### config.mk
export PLATFORM = sky130hd
export DESIGN_NAME = multi_pulse_generator
export DESIGN_NICKNAME = d
export VERILOG_FILES = /design/src/rtl/pulse_gen_pkg.sv /design/src/rtl/pulse_gen_ch.sv /design/src/rtl/multi_pulse_generator.sv
export SDC_FILE = /design/constraint.sdc
export NUM_CORES = 1
export LEC_CHECK = 0
export ABC_AREA = 1
export BUFFER_PORTS_ARGS = -buffer_cell sky130_fd_sc_hd__buf_2
export CAP_MARGIN = 0
export CORE_AREA = 2 2 90 92
export CTS_CLUSTER_DIAMETER = 40
export DETAILED_ROUTE_END_ITERATION = 6
export DIE_AREA = 0 0 92 94
export GPL_ROUTABILITY_DRIVEN = 0
export PLACE_DENSITY = 0.58
export SLEW_MARGIN = 20
export SYNTH_ARGS = -nofsm -noshare
export SYNTH_HDL_FRONTEND = slang
export SYNTH_SLANG_ARGS = --single-unit
### constraint.sdc
create_clock -name clk_i -period 2.7 [get_ports clk_i]
set_input_delay 0.54 -clock clk_i [delete_from_list [all_inputs] [get_ports clk_i]]
set_output_delay 0.54 -clock clk_i [all_outputs]
set_load 0.01 [all_outputs]
### src/rtl/pulse_gen_pkg.sv
// Shared definitions for the multi-channel pulse generator:
// edge-select encodings and the per-channel state type.
package pulse_gen_pkg;

  localparam logic [1:0] EDGE_RISE = 2'b00;
  localparam logic [1:0] EDGE_FALL = 2'b01;
  localparam logic [1:0] EDGE_BOTH = 2'b10;
  localparam logic [1:0] EDGE_OFF  = 2'b11;

  typedef enum logic {
    ST_IDLE,
    ST_ACTIVE
  } ch_state_e;

endpackage

### src/rtl/pulse_gen_ch.sv
// One pulse-generator channel: trigger history, edge select,
// two-state FSM with down-counter, and sticky overrun flag.
module pulse_gen_ch
  import pulse_gen_pkg::*;
#(
  parameter int LEN_W = 8
) (
  input  logic             clk_i,
  input  logic             rst_i,
  input  logic             trig_i,
  input  logic [1:0]       edge_mode_i,
  input  logic [LEN_W-1:0] pulse_len_i,
  input  logic             retrig_en_i,
  input  logic             clr_overrun_i,
  output logic             pulse_o,
  output logic             overrun_o
);

  ch_state_e        state_q;
  logic [LEN_W-1:0] cnt_q;
  logic             hist_q;
  logic             pulse_q;
  logic             overrun_q;
  logic             overrun_d;
  logic             edgeDet;
  logic             dropEdge;
  logic [LEN_W-1:0] reloadVal;

  // Qualify the current sample against the previous one using the shared mode.
  always_comb begin
    edgeDet = 1'b0;
    case (edge_mode_i)
      EDGE_RISE: edgeDet = trig_i & ~hist_q;
      EDGE_FALL: edgeDet = ~trig_i & hist_q;
      EDGE_BOTH: edgeDet = trig_i ^ hist_q;
      default:   edgeDet = 1'b0;
    endcase
  end

  // Counter load value L-1, where a zero length behaves as a one-cycle pulse;
  // an edge that arrives mid-pulse without retrigger is dropped and flagged,
  // and a new drop wins over a simultaneous clear.
  always_comb begin
    reloadVal = (pulse_len_i == '0) ? '0 : pulse_len_i - LEN_W'(1);
    dropEdge  = edgeDet & (state_q == ST_ACTIVE) & ~retrig_en_i;
    overrun_d = dropEdge | (overrun_q & ~clr_overrun_i);
  end

  // Channel FSM: history, counter, registered pulse and sticky flag.
  always_ff @(posedge clk_i) begin
    if (rst_i) begin
      state_q   <= ST_IDLE;
      cnt_q     <= '0;
      hist_q    <= 1'b0;
      pulse_q   <= 1'b0;
      overrun_q <= 1'b0;
    end else begin
      hist_q    <= trig_i;
      overrun_q <= overrun_d;
      case (state_q)
        ST_IDLE: begin
          if (edgeDet) begin
            state_q <= ST_ACTIVE;
            cnt_q   <= reloadVal;
            pulse_q <= 1'b1;
          end
        end
        ST_ACTIVE: begin
          if (edgeDet && retrig_en_i) begin
            cnt_q   <= reloadVal;
            pulse_q <= 1'b1;
          end else if (cnt_q == '0) begin
            state_q <= ST_IDLE;
            pulse_q <= 1'b0;
          end else begin
            cnt_q <= cnt_q - LEN_W'(1);
          end
        end
        default: begin
          state_q <= ST_IDLE;
          pulse_q <= 1'b0;
        end
      endcase
    end
  end

  assign pulse_o   = pulse_q;
  assign overrun_o = overrun_q;

endmodule

### src/rtl/multi_pulse_generator.sv
// Multi-channel edge-triggered pulse generator. Each channel turns an edge
// on its level input into a fixed-length strobe. Define PULSE_GEN_SYNC_EN to
// insert a 2-flop synchronizer on every trigger bit (adds 2 cycles latency
// and allows asynchronous triggers).
module multi_pulse_generator
  import pulse_gen_pkg::*;
#(
  parameter int NUM_CH = 4,
  parameter int LEN_W  = 8
) (
  input  logic              clk_i,
  input  logic              rst_i,
  input  logic [NUM_CH-1:0] trigger_i,
  input  logic [1:0]        edge_mode_i,
  input  logic [LEN_W-1:0]  pulse_len_i,
  input  logic              retrig_en_i,
  input  logic [NUM_CH-1:0] clr_overrun_i,
  output logic [NUM_CH-1:0] pulse_o,
  output logic [NUM_CH-1:0] overrun_o
);

  logic [NUM_CH-1:0] trigSrc;

`ifdef PULSE_GEN_SYNC_EN
  logic [NUM_CH-1:0] sync1_q;
  logic [NUM_CH-1:0] sync2_q;

  // Two-stage synchronizer bringing asynchronous triggers into the clock domain.
  always_ff @(posedge clk_i) begin
    if (rst_i) begin
      sync1_q <= '0;
      sync2_q <= '0;
    end else begin
      sync1_q <= trigger_i;
      sync2_q <= sync1_q;
    end
  end

  assign trigSrc = sync2_q;
`else
  assign trigSrc = trigger_i;
`endif

  for (genvar ch = 0; ch < NUM_CH; ch++) begin : g_ch
    pulse_gen_ch #(
      .LEN_W(LEN_W)
    ) u_ch (
      .clk_i         (clk_i),
      .rst_i         (rst_i),
      .trig_i        (trigSrc[ch]),
      .edge_mode_i   (edge_mode_i),
      .pulse_len_i   (pulse_len_i),
      .retrig_en_i   (retrig_en_i),
      .clr_overrun_i (clr_overrun_i[ch]),
      .pulse_o       (pulse_o[ch]),
      .overrun_o     (overrun_o[ch])
    );
  end

endmodule
* Word-level counts from Yosys, hierarchy flattened
Index checks and enable logic that the tools add are counted.
** Word-level totals
- Word-level logic and storage cells :: 155
- Register bits :: 48
- Output and inout bits :: 8
** Cells by class
- Bitwise operators :: 45
- Add/sub/neg operators :: 5
- Muxes and demuxes :: 53
- Eq/ne operators :: 14
- Reductions and logical operators :: 18
** Operator list (number)
- $mux 8 :: 13
- $pmux 8 s2 :: 4
- $logic_not 8->1 :: 5
- $sub 8x1->8 const B :: 5
- $mux 1 :: 24
- $ne 3x3->1 const B :: 8
- $and 1x1->1 :: 20
- $not 1->1 :: 17
- $pmux 1 s2 :: 8
- $reduce_and 2->1 :: 8
- $pmux 1 s3 :: 4
- $ne 2x1->1 const B :: 4
- $logic_and 1x1->1 :: 4
- $or 1x1->1 :: 4
- $xor 1x1->1 :: 4
- $eq 2x1->1 const B :: 1
- $eq 2x2->1 const B :: 1
- $logic_not 2->1 :: 1

* Logic depth before layout (Yosys ltp)
Gate-level depths: netlist of run 1.
- Depth after elaboration :: 6
- Mapped depth :: 10
- Depth with buffers taken out :: 10

* Modules after synthesis
Synthesis of run 1 repeated with hierarchy kept, for this count alone.
** Second synthesis, totals
- Cell total of the unflattened synthesis :: 672
- Area, all modules :: 4166.5 µm²
** Modules (own cells, without submodules)
- pulse_gen_ch (g_ch[0].u_ch ...) :: cells an instance 169, sequential area each 240.2 µm², instances 3, area an instance 1048.5 µm²
- pulse_gen_ch (g_ch[3].u_ch) :: cells an instance 165, sequential area each 240.2 µm², instances 1, area an instance 1021.0 µm²

* Least setup slack after synthesis of run 1
Ideal clock, no wire load.
- Path type :: in2reg
- From :: input port pulse_len_i[0]
- To :: register g_ch[0].u_ch.cnt_q[2]
- Path slack :: 1.052 ns
- Arrival :: 1.531 ns
- Required time :: 2.583 ns
- Stages :: 9
- Cell sequence :: inv_1 -> ha_1 -> inv_1 -> nor3_1 -> nand2_1 -> o21ai_0 -> nor2_1 -> nor2_1 -> nor2_1
** On the way
- Cells in the longest elaborated chain, start to end :: 4
- Elaborated cells between the ends (all ways) :: 6
- Those cells by class :: add/sub (1); mux (4); reduce/logical (1)
** RTL lines
- from (decl) :: RTL line multi_pulse_generator.sv:15 : input logic [LEN_W-1:0] pulse_len_i,
- $sub 8x1->8 or $logic_not 8->1 (tied branches) :: RTL line pulse_gen_ch.sv:44 : reloadVal = (pulse_len_i == '0) ? '0 : pulse_len_i - LEN_W'(1);
- $mux 8 (*) :: RTL line pulse_gen_ch.sv:44
- $mux 8, on equally long branches :: RTL line pulse_gen_ch.sv:69, pulse_gen_ch.sv:62
- $pmux 8 s2 (*) :: RTL line pulse_gen_ch.sv:60 : case (state_q)
- to (signal assigned) :: RTL line pulse_gen_ch.sv:64 : cnt_q <= reloadVal;
- to (signal assigned) :: RTL line pulse_gen_ch.sv:70 : cnt_q <= reloadVal;
- to (signal assigned) :: RTL line pulse_gen_ch.sv:76 : cnt_q <= cnt_q - LEN_W'(1);
- to (decl) :: RTL line pulse_gen_ch.sv:20 : logic [LEN_W-1:0] cnt_q;
Every way passes the cells marked *; elsewhere a longest branch is shown, timed or not. The select of a mux whose other input is x is not followed.
A chain may end at the register's enable or synchronous reset.

* Worst setup path in the final report of run 1
- From :: input port pulse_len_i[0]
- To :: register g_ch[1].u_ch.cnt_q[5]
** On the way
- Cells in the longest elaborated chain, start to end :: 4
- Elaborated cells between the ends (all ways) :: 6
- Those cells by class :: add/sub (1); mux (4); reduce/logical (1)
** RTL lines (RTL line)
- $sub 8x1->8 or $logic_not 8->1 (tied branches) :: pulse_gen_ch.sv:44
- $mux 8 (*) :: pulse_gen_ch.sv:44
- $mux 8, on equally long branches :: pulse_gen_ch.sv:69, pulse_gen_ch.sv:62
- $pmux 8 s2 (*) :: pulse_gen_ch.sv:60
- to (signal assigned) :: pulse_gen_ch.sv:64
- to (signal assigned) :: pulse_gen_ch.sv:70
- to (signal assigned) :: pulse_gen_ch.sv:76
- to (decl) :: pulse_gen_ch.sv:20
Marks and branches as above.

==> results of run 1 <==
[layout make-up]
| cell class | instances | area share [%] |
|---|---|---|
| Inverter | 61 | 6.363 |
| Timing Repair Buffer | 28 | 3.894 |
| Sequential cell | 48 | 26.70 |
| Clock buffer | 7 | 2.677 |
| Tap cell | 102 | 3.547 |
| Clock inverter | 1 | 0.8345 |
| Multi-Input combinational cell | 364 | 55.98 |
[power by group through the flow]
stage	Combinational (mW)	Clock, mW	Sequential (mW)
4_1_cts	0.784	0.593	0.880
3_3_place_gp	0.773	0	0.896
2_1_floorplan	0.632	0	0.876
5_1_grt	0.894	0.624	0.898
3_5_place_dp	0.781	0	0.896
6_report	0.777	0.585	0.882
[cells in the final DEF, fill, tap and decap left out, types with 5 or more instances in the layout]
| master | instances |
|---|---|
| a21oi_1 | 10 |
| a21oi_4 | 6 |
| buf_2 | 28 |
| clkbuf_8 | 7 |
| dfxtp_1 | 48 |
| ha_1 | 18 |
| inv_1 | 60 |
| nand2_1 | 155 |
| nand2_2 | 7 |
| nand3_1 | 70 |
| nand4_1 | 5 |
| nor2_1 | 36 |
| o21ai_0 | 12 |
| xnor2_1 | 6 |
| xor2_1 | 7 |
[per-layer routing]
layer	up-vias	part of all wire, %
met1	1363	51
li1	1579	-
met4	0	0.83
met3	6	4.1
met2	63	44
met5	-	0
[state kept, by name, summed over array words and instances, names as in the netlist]
name,count
g_ch.u_ch.cnt_q,32
g_ch.u_ch.hist_q,4
g_ch.u_ch.overrun_o,4
g_ch.u_ch.pulse_o,4
g_ch.u_ch.state_q,4
[metrics by stage]
stage	instances	util (%)	setup slack, ps
after global placement	603	45.64	662.9
after detailed placement	603	45.64	628.1
after CTS	611	47.30	956.9
after global routing	611	47.30	775.6
after floorplan	484	-	1052
final	611	47.30	956.2
[cell usage after synthesis (all sizes together)]
master | count | area, um2
a21oi | 17 | 156.4
buf | 11 | 83.82
dfxtp | 48 | 960.9
ha | 18 | 225.2
inv | 61 | 229.0
nand2 | 166 | 670.6
nand3 | 74 | 412.9
nand3b | 4 | 30.03
nand4 | 5 | 31.28
nor2 | 41 | 195.2
nor3 | 1 | 5.000
o21ai | 21 | 146.4
o21bai | 1 | 7.510
o31ai | 1 | 7.510
or2 | 2 | 12.52
xnor2 | 6 | 52.55
xor2 | 7 | 61.31
[worst max-delay path, delay by kind of cell]
family | cells | cell delay, ps
simple gates | 5 | 870
fa+ha+maj | 1 | 170
compound gates | 1 | 60
buf+inv | 3 | 270
[worst max path at each step]
stage	from	to	slack [ps]	cells past startpoint
floorplan	pulse_len_i[0]	g_ch[0].u_ch.cnt_q[2]	1050	9
global placement	pulse_len_i[0]	g_ch[1].u_ch.cnt_q[5]	660	10
detailed placement	pulse_len_i[0]	g_ch[1].u_ch.cnt_q[5]	630	10
CTS	pulse_len_i[0]	g_ch[1].u_ch.cnt_q[5]	960	10
global route	pulse_len_i[0]	g_ch[1].u_ch.cnt_q[6]	780	11
finish	pulse_len_i[0]	g_ch[1].u_ch.cnt_q[5]	960	10
[kinds of logic (layout without fill, tap and decap cells)]
logic type / count (synthesis) / after routing / share of synthesized area (%)
AND/OR/NAND/NOR: 293 / 293 / 41.29
adder cells (fa/ha/maj): 18 / 18 / 6.849
buffers and inverters: 72 / 97 / 9.513
flip-flops: 48 / 48 / 29.22
XOR/XNOR: 13 / 13 / 3.463
AO/OA/AOI/OAI: 40 / 40 / 9.666
==> results.cfg, run 1 <==
[cells_and_area]
multi_input_area_mm2 = 0.002014
fill_cells = 793
seqCellArea_um2 = 960.9
num_antenna_cells = 0
layout-drive-gt1-share_pct = 13.75
nNetsFinal = 547
areaGrowthSynthToFinish_pct = 9.437
final_area_mm2 = 0.003598

[global_routing]
grt_antenna_before_repair = 0
busiest_layer = met2
track_usage_pct = 18.65
grt_use_met3_pct = 3.291
grt_first_pass_wirelength_um = 13120
overflow = 0
first_global_vias = 2850
globalRouteMet2Util_pct = 31.00
grt_max_degree = 23
groute.layer.met1.usage_pct = 25.52

[pwr]
p_per_area_mw_per_mm2 = 623.4
seqPwrFrac_pct = 39.3
power.share.switching_pct = 36.91
p_int_mw = 1.415
comb_power_share_pct = 34.6
leakage_nw = 1.787
power_frac_clock_pct = 26.1
power.switching_mw = 0.8281
finalPower_mw = 2.243
ir_worst_vdd_uv = 237.7

[critical_path]
worstPathRequired_ps = 2870
crit_path_end_kind = flop
critPathSlowestCell = nand3_1
setup.worst_path.start_class = primary input
arrival_ps = 1910
crit_path_max_fanout = 7
r2r-start = g_ch[0].u_ch.hist_q
rr_endpoint = g_ch[0].u_ch.cnt_q[5]
critPathKind = primary input to flop
r2r_setup_slack_ps = 1170
ff2ff_path_depth = 7
crit_chain = buf_2 > inv_1 > ha_1 > inv_1 > nor3_1 > nand2_1 > nand3_1 > nand2_1 > nand3_1 > a21oi_1
cp_slowest_stage_delay_ps = 320

[placed_design]
io_buffers = 28
dp_hpwl_um = 5640
place_area_mm2 = 0.003472

[sta]
drv_slew = 0
period_share_pct = 64.59
finClkSkew_ps = 9.087
rsz0062_at_grt = no
hold_viol = 0
setup_viol = 0
hold_ws_ps = 452.4
tightest_slew_ps = 733.5
period_minus_slack_ps = 1744
maxSlewHeadroom_pct = 51.10
finalSetupTns_ps = 0
max_freq_mhz = 573.5

[detailed_routing]
vias = 3011
wire_per_inst_um = 12.20
post-route-drc-count = 0
detail-route-antenna-nets = 0
drt_iter0_markers = 139
dr.pass1.iters = 4
routed_wirelength_um = 7452
avgViaCountPerCell = 4.928

[die]
io_pins = 29
num_rows = 32
fp.dieArea_mm2 = 0.008648
die_y_um = 94
start_util_pct = 43.22
fp.dieW_um = 92
core_area_mm2 = 0.007607

[clocking]
clock_sinks = 48
cts-root-buf = clkbuf_8
h-tree-depth = 2
clk_pin_slew_ps = 90
cts_tree = done
cts_resized = 0
cts_made_buffers = 5
clk_path_buf_depth = 2
hold_buffers = 0
clock_latency_ps = 310
postCtsSetupBuffers = 0

[synth]
synth-seq-cells = 48
avgSynthCellArea_um2 = 6.794
syn-num-nets = 523
syn_area_mm2 = 0.003288
yosys.cell_types.count = 33
syn-instance-count = 484
seq_area_frac_synth_pct = 29.22
ys_warn_count = 0

[outcome]
status = complete, no violations

[run]
max-cap-violations = 0

[worst_hold_path]
whs_endpoint = g_ch[0].u_ch.cnt_q[1]
hold_depth = 2
min_from = g_ch[0].u_ch.cnt_q[1]
hold_path_class = flop to flop
(Power assumes the default switching activity.)
==> run 2: changes to the inputs <==
- clock period: 2.7 -> 1.7 ns (I/O delays scaled with it)
==> run 2 against run 1 <==
  * Clock power is 60% higher
  * Combinational power rose by 65%
  * Cell count is 1.5% higher
  * Global-route usage down 0.24 points
  * Sequential cell count unchanged
  * Via count increased by 0.60%
  * Utilization increased by 1.2 points
  * Sequential power is 59% higher
==> results.cfg, run 2 (same netlist as run 1, synthesis figures left out) <==
[outcome]
status = complete, no violations

[clocking]
clock_latency_ps = 310
clk_path_buf_depth = 2
cts_tree = done
clk_pin_slew_ps = 100
cts-root-buf = clkbuf_8
clock_sinks = 48
cts_made_buffers = 5
postCtsSetupBuffers = 0
h-tree-depth = 2

[pwr]
p_per_area_mw_per_mm2 = 979.3
leakage_nw = 1.837
ir_worst_vdd_uv = 355.6
finalPower_mw = 3.610

[cells_and_area]
largest_reg_flops = 32
areaGrowthSynthToFinish_pct = 12.10
final_common_cell = nand2_1
nNetsFinal = 556
fill_cells = 781
final_area_mm2 = 0.003686
layout-drive-gt1-share_pct = 15.25
final_cell_mix = nand2_1 (155), nand3_1 (70), inv_1 (60)
regMostFlops = g_ch.u_ch.cnt_q
num_antenna_cells = 0

[global_routing]
grt_antenna_before_repair = 0
grt_first_pass_wirelength_um = 12850
grt_max_degree = 23
first_global_vias = 2773
overflow = 0
track_usage_pct = 18.41

[detailed_routing]
dr.pass1.iters = 4
post-route-drc-count = 0
vias = 3029
detail-route-antenna-nets = 0
avgViaCountPerCell = 4.885
routed_wirelength_um = 7557
wire_per_inst_um = 12.19
drt_iter0_markers = 127

[critical_path]
crit_path_max_fanout = 9
arrival_ps = 1780
setup.worst_path.start_class = flop
crit_path_end_kind = flop
critPathKind = flop to flop
worstPathRequired_ps = 1950

[sta]
period_minus_slack_ps = 1527
setup_viol = 0
hold_viol = 0
finClkSkew_ps = 7.987
maxSlewHeadroom_pct = 68.73
fin_ws_ps = 173.0
rsz0062_at_grt = yes
hold_ws_ps = 266.9
max_freq_mhz = 654.9
tightest_slew_ps = 466.0
drv_slew = 0
finalSetupTns_ps = 0
period_share_pct = 89.82

[die]
fp.dieW_um = 92
die_y_um = 94
io_pins = 29
num_rows = 32
core_area_mm2 = 0.007607
start_util_pct = 43.22
fp.dieArea_mm2 = 0.008648

[placed_design]
io_buffers = 28
pre_cts_slack_ps = -115.9
dp_hpwl_um = 5700
place_area_mm2 = 0.003552

[worst_hold_path]
hold_path_class = primary input to flop

[run]
max-cap-violations = 0
## run 2: per-stage QoR
step | utilization (%) | std cells
floorplan | - | 484
global placement | 46.69 | 612
detailed placement | 46.69 | 612
CTS | 48.36 | 620
global route | 48.45 | 620
finish | 48.45 | 620
## run 2: final timing paths
check,start,end,slack (ps),cells after the start
max reg2reg,g_ch[3].u_ch.hist_q,g_ch[3].u_ch.cnt_q[1],170,7
min,clr_overrun_i[2],g_ch[2].u_ch.overrun_o,270,4
min reg2reg,g_ch[0].u_ch.cnt_q[1],g_ch[0].u_ch.cnt_q[1],460,2
max,g_ch[3].u_ch.hist_q,g_ch[3].u_ch.cnt_q[1],170,7
## run 2: worst max-delay path, cell delays in order, from the launching register on
cell	delay [ps]
dfxtp_1	330
ha_1	260
nand3b_1	170
nand3_2	110
o21ai_2	100
a21oi_4	290
nand3_1	130
nand2_1	80
## run 2: per-layer routing
| metal | up-vias | wire (um) | global-route usage, % |
|---|---|---|---|
| li1 | 1596 | - | - |
| met1 | 1368 | 3801 | 24.72 |
| met2 | 59 | 3393 | 31.00 |
| met3 | 6 | 279 | 2.729 |
| met4 | 0 | 82 | 4.851 |
| met5 | - | 0 | 0 |
## run 2: layout make-up
type                            count  area [um2]  share of cell area, %
Inverter                           61       231.5                  6.280
Clock inverter                      1       30.03                 0.8147
Timing Repair Buffer               37       220.2                  5.974
Sequential cell                    48       960.9                  26.07
Clock buffer                        7       96.34                  2.614
Tap cell                          102       127.6                  3.462
Multi-Input combinational cell    364        2019                  54.79
## run 2: what timing repair did
item,4_1_cts,5_1_grt
hold buffers,0,0
endpoints found under the setup margin,0,4
endpoints found under the hold margin,0,0
gates resized for setup,0,3
## run 2: where the power goes
group	internal (mW)	total, mW	switching [mW]
sequential	1.27	1.40	0.127
combinational	0.487	1.28	0.792
clock	0.520	0.935	0.415
==> run 3: changes to the inputs <==
- PLACE_DENSITY: 0.58 -> 0.6
- clock period: 1.7 -> 1.3 ns (I/O delays scaled with it)
==> run 3 against run 2 <==
  * Cell count increased by 11%
  * The run now ends with setup timing left
  * Sequential share of layout area down 4.1 points
  * Critical path depth is the same
  * Via count is 10% higher
  * First-iteration DRC count up 9.4%
  * Die area did not move
  * Critical endpoint is now g_ch[0].u_ch.cnt_q[4]
  * Clock skew increased by 1.1 ps
  * Maximum frequency increased by 0.97%
  * Register-to-register slack got worse by 390 ps
  * Utilization increased by 9.4 points
==> results.cfg, run 3 (same netlist as run 1, synthesis figures left out) <==
[sta]
finClkSkew_ps = 9.126
hold_viol = 0
hold_ws_ps = 193.3
maxSlewHeadroom_pct = 67.94
fin_ws_ps = -212.3
rsz0062_at_grt = yes
tightest_slew_ps = 480.9
max_freq_mhz = 661.2
setup_viol = 34
finalSetupTns_ps = -5861
period_share_pct = 116.3
period_minus_slack_ps = 1512
drv_slew = 0

[pwr]
p_per_area_mw_per_mm2 = 1198
comb_power_share_pct = 43.5
leakage_nw = 2.186
power.share.switching_pct = 36.33
finalPower_mw = 5.274
power_frac_clock_pct = 22.9
seqPwrFrac_pct = 33.6
power.switching_mw = 1.916
ir_worst_vdd_uv = 601.5
p_int_mw = 3.358

[detailed_routing]
drt_iter0_markers = 139
wire_per_inst_um = 12.47
routed_wirelength_um = 8564
detail-route-antenna-nets = 0
avgViaCountPerCell = 4.866
post-route-drc-count = 0
dr.pass1.iters = 4
vias = 3343

[die]
die_y_um = 94
fp.dieW_um = 92
num_rows = 32
core_area_mm2 = 0.007607
start_util_pct = 43.22
fp.dieArea_mm2 = 0.008648
io_pins = 29

[critical_path]
crit_chain = ha_4 > nand3b_1 > nand3_4 > a21oi_4 > nand3_1 > nand3_2 > nand2_1
crit_path_end_kind = flop
worstPathRequired_ps = 1510
crit_buf_inv = 0
crit_path_max_fanout = 7
critPathKind = flop to flop
ff2ff_path_depth = 7
r2r_setup_slack_ps = -210
cp_slowest_stage_delay_ps = 370
critPathSlowestCell = dfxtp_4
r2r-start = g_ch[0].u_ch.hist_q
critPathTopFamily = simple AND/OR/NAND/NOR gates
rr_endpoint = g_ch[0].u_ch.cnt_q[4]
setup.worst_path.start_class = flop
arrival_ps = 1720

[worst_hold_path]
whs_endpoint = g_ch[0].u_ch.overrun_o
min_from = clr_overrun_i[0]
hold_depth = 4
hold_path_class = primary input to flop

[cells_and_area]
fill_cells = 741
areaGrowthSynthToFinish_pct = 33.87
final_cell_mix = nand2_1 (153), buf_4 (68), nand3_1 (61)
final_common_cell = nand2_1
regMostFlops = g_ch.u_ch.cnt_q
nNetsFinal = 623
layout.cells.non_filler = 687
num_antenna_cells = 0
largest_reg_flops = 32
utilization_pct = 57.86
layout-drive-gt1-share_pct = 30.26

[clocking]
clock_latency_ps = 310
cts-root-buf = clkbuf_8
clock_sinks = 48
cts_tree = done
h-tree-depth = 2
cts_made_buffers = 5
clk_path_buf_depth = 2
clk_pin_slew_ps = 100

[global_routing]
grt_max_degree = 15
first_global_vias = 3317
grt_antenna_before_repair = 0
grt_first_pass_wirelength_um = 14650
overflow = 0
track_usage_pct = 20.99

[run]
max-cap-violations = 0

[placed_design]
io_buffers = 28
dp_hpwl_um = 6298
post-place-cells = 671

[outcome]
status = complete, but fails checks
violations = setup timing
==> run 3: cell types whose count changed in the layout (fill, tap and decap cells not counted), sizes merged <==
cell,delta
a21oi,+2
buf,+65
==> run 3: power groups by stage <==
stage | logic [mW] | clock network, mW | registers, mW
6_report | 2.29 | 1.21 | 1.77
5_1_grt | 2.56 | 1.30 | 1.80
4_1_cts | 2.18 | 1.24 | 1.77
3_5_place_dp | 2.08 | 0 | 1.80
3_3_place_gp | 2.05 | 0 | 1.80
2_1_floorplan | 1.32 | 0 | 1.82
==> run 3: metal layers <==
layer / track usage [%] / routed length (um) / vias to the layer above
met3: 3.612 / 337 / 15
met5: 0 / 0 / -
met2: 37.13 / 4103 / 55
li1: - / - / 1732
met1: 25.17 / 3957 / 1541
met4: 8.706 / 165 / 0
==> run 3: stage by stage <==
step | worst slack (ps) | instance area [um2]
final | -212.3 | 4402
after global routing | -320.2 | 4402
after CTS | -230.0 | 4245
after detailed placement | -408.7 | 3998
after global placement | -353.8 | 3998
after floorplan | -49.63 | 3291
==> run 3: final cells by class <==
class	count	area, um2	area share (%)
Timing Repair Buffer	102	735.7	16.71
Sequential cell	48	968.4	22.00
Inverter	61	234.0	5.316
Clock buffer	7	96.34	2.189
Multi-Input combinational cell	366	2210	50.20
Tap cell	102	127.6	2.899
Clock inverter	1	30.03	0.6822
==> run 3: repair_timing <==
item	CTS	global route
hold buffers	0	0
endpoints found under the setup margin	36	38
pin swaps	36	43
cloned	2	0
resized for setup	17	26
setup buffers	2	4
==> run 3: how the worst max path moves through the flow <==
stage / slack (ps) / to / depth (start not counted) / from
final: -210 / g_ch[0].u_ch.cnt_q[4] / 7 / g_ch[0].u_ch.hist_q
after global routing: -320 / g_ch[3].u_ch.cnt_q[5] / 9 / g_ch[3].u_ch.hist_q
after CTS: -230 / g_ch[0].u_ch.cnt_q[7] / 7 / g_ch[0].u_ch.hist_q
after detailed placement: -410 / g_ch[1].u_ch.cnt_q[2] / 10 / pulse_len_i[0]
after global placement: -350 / g_ch[1].u_ch.cnt_q[2] / 10 / pulse_len_i[0]
after floorplan: -50 / g_ch[0].u_ch.cnt_q[2] / 9 / pulse_len_i[0]
==> run 3: worst min-delay path, delay by kind of cell <==
kind	cells	cell delay, ps
compound gates	1	50
buf+inv	2	100
simple gates	1	50
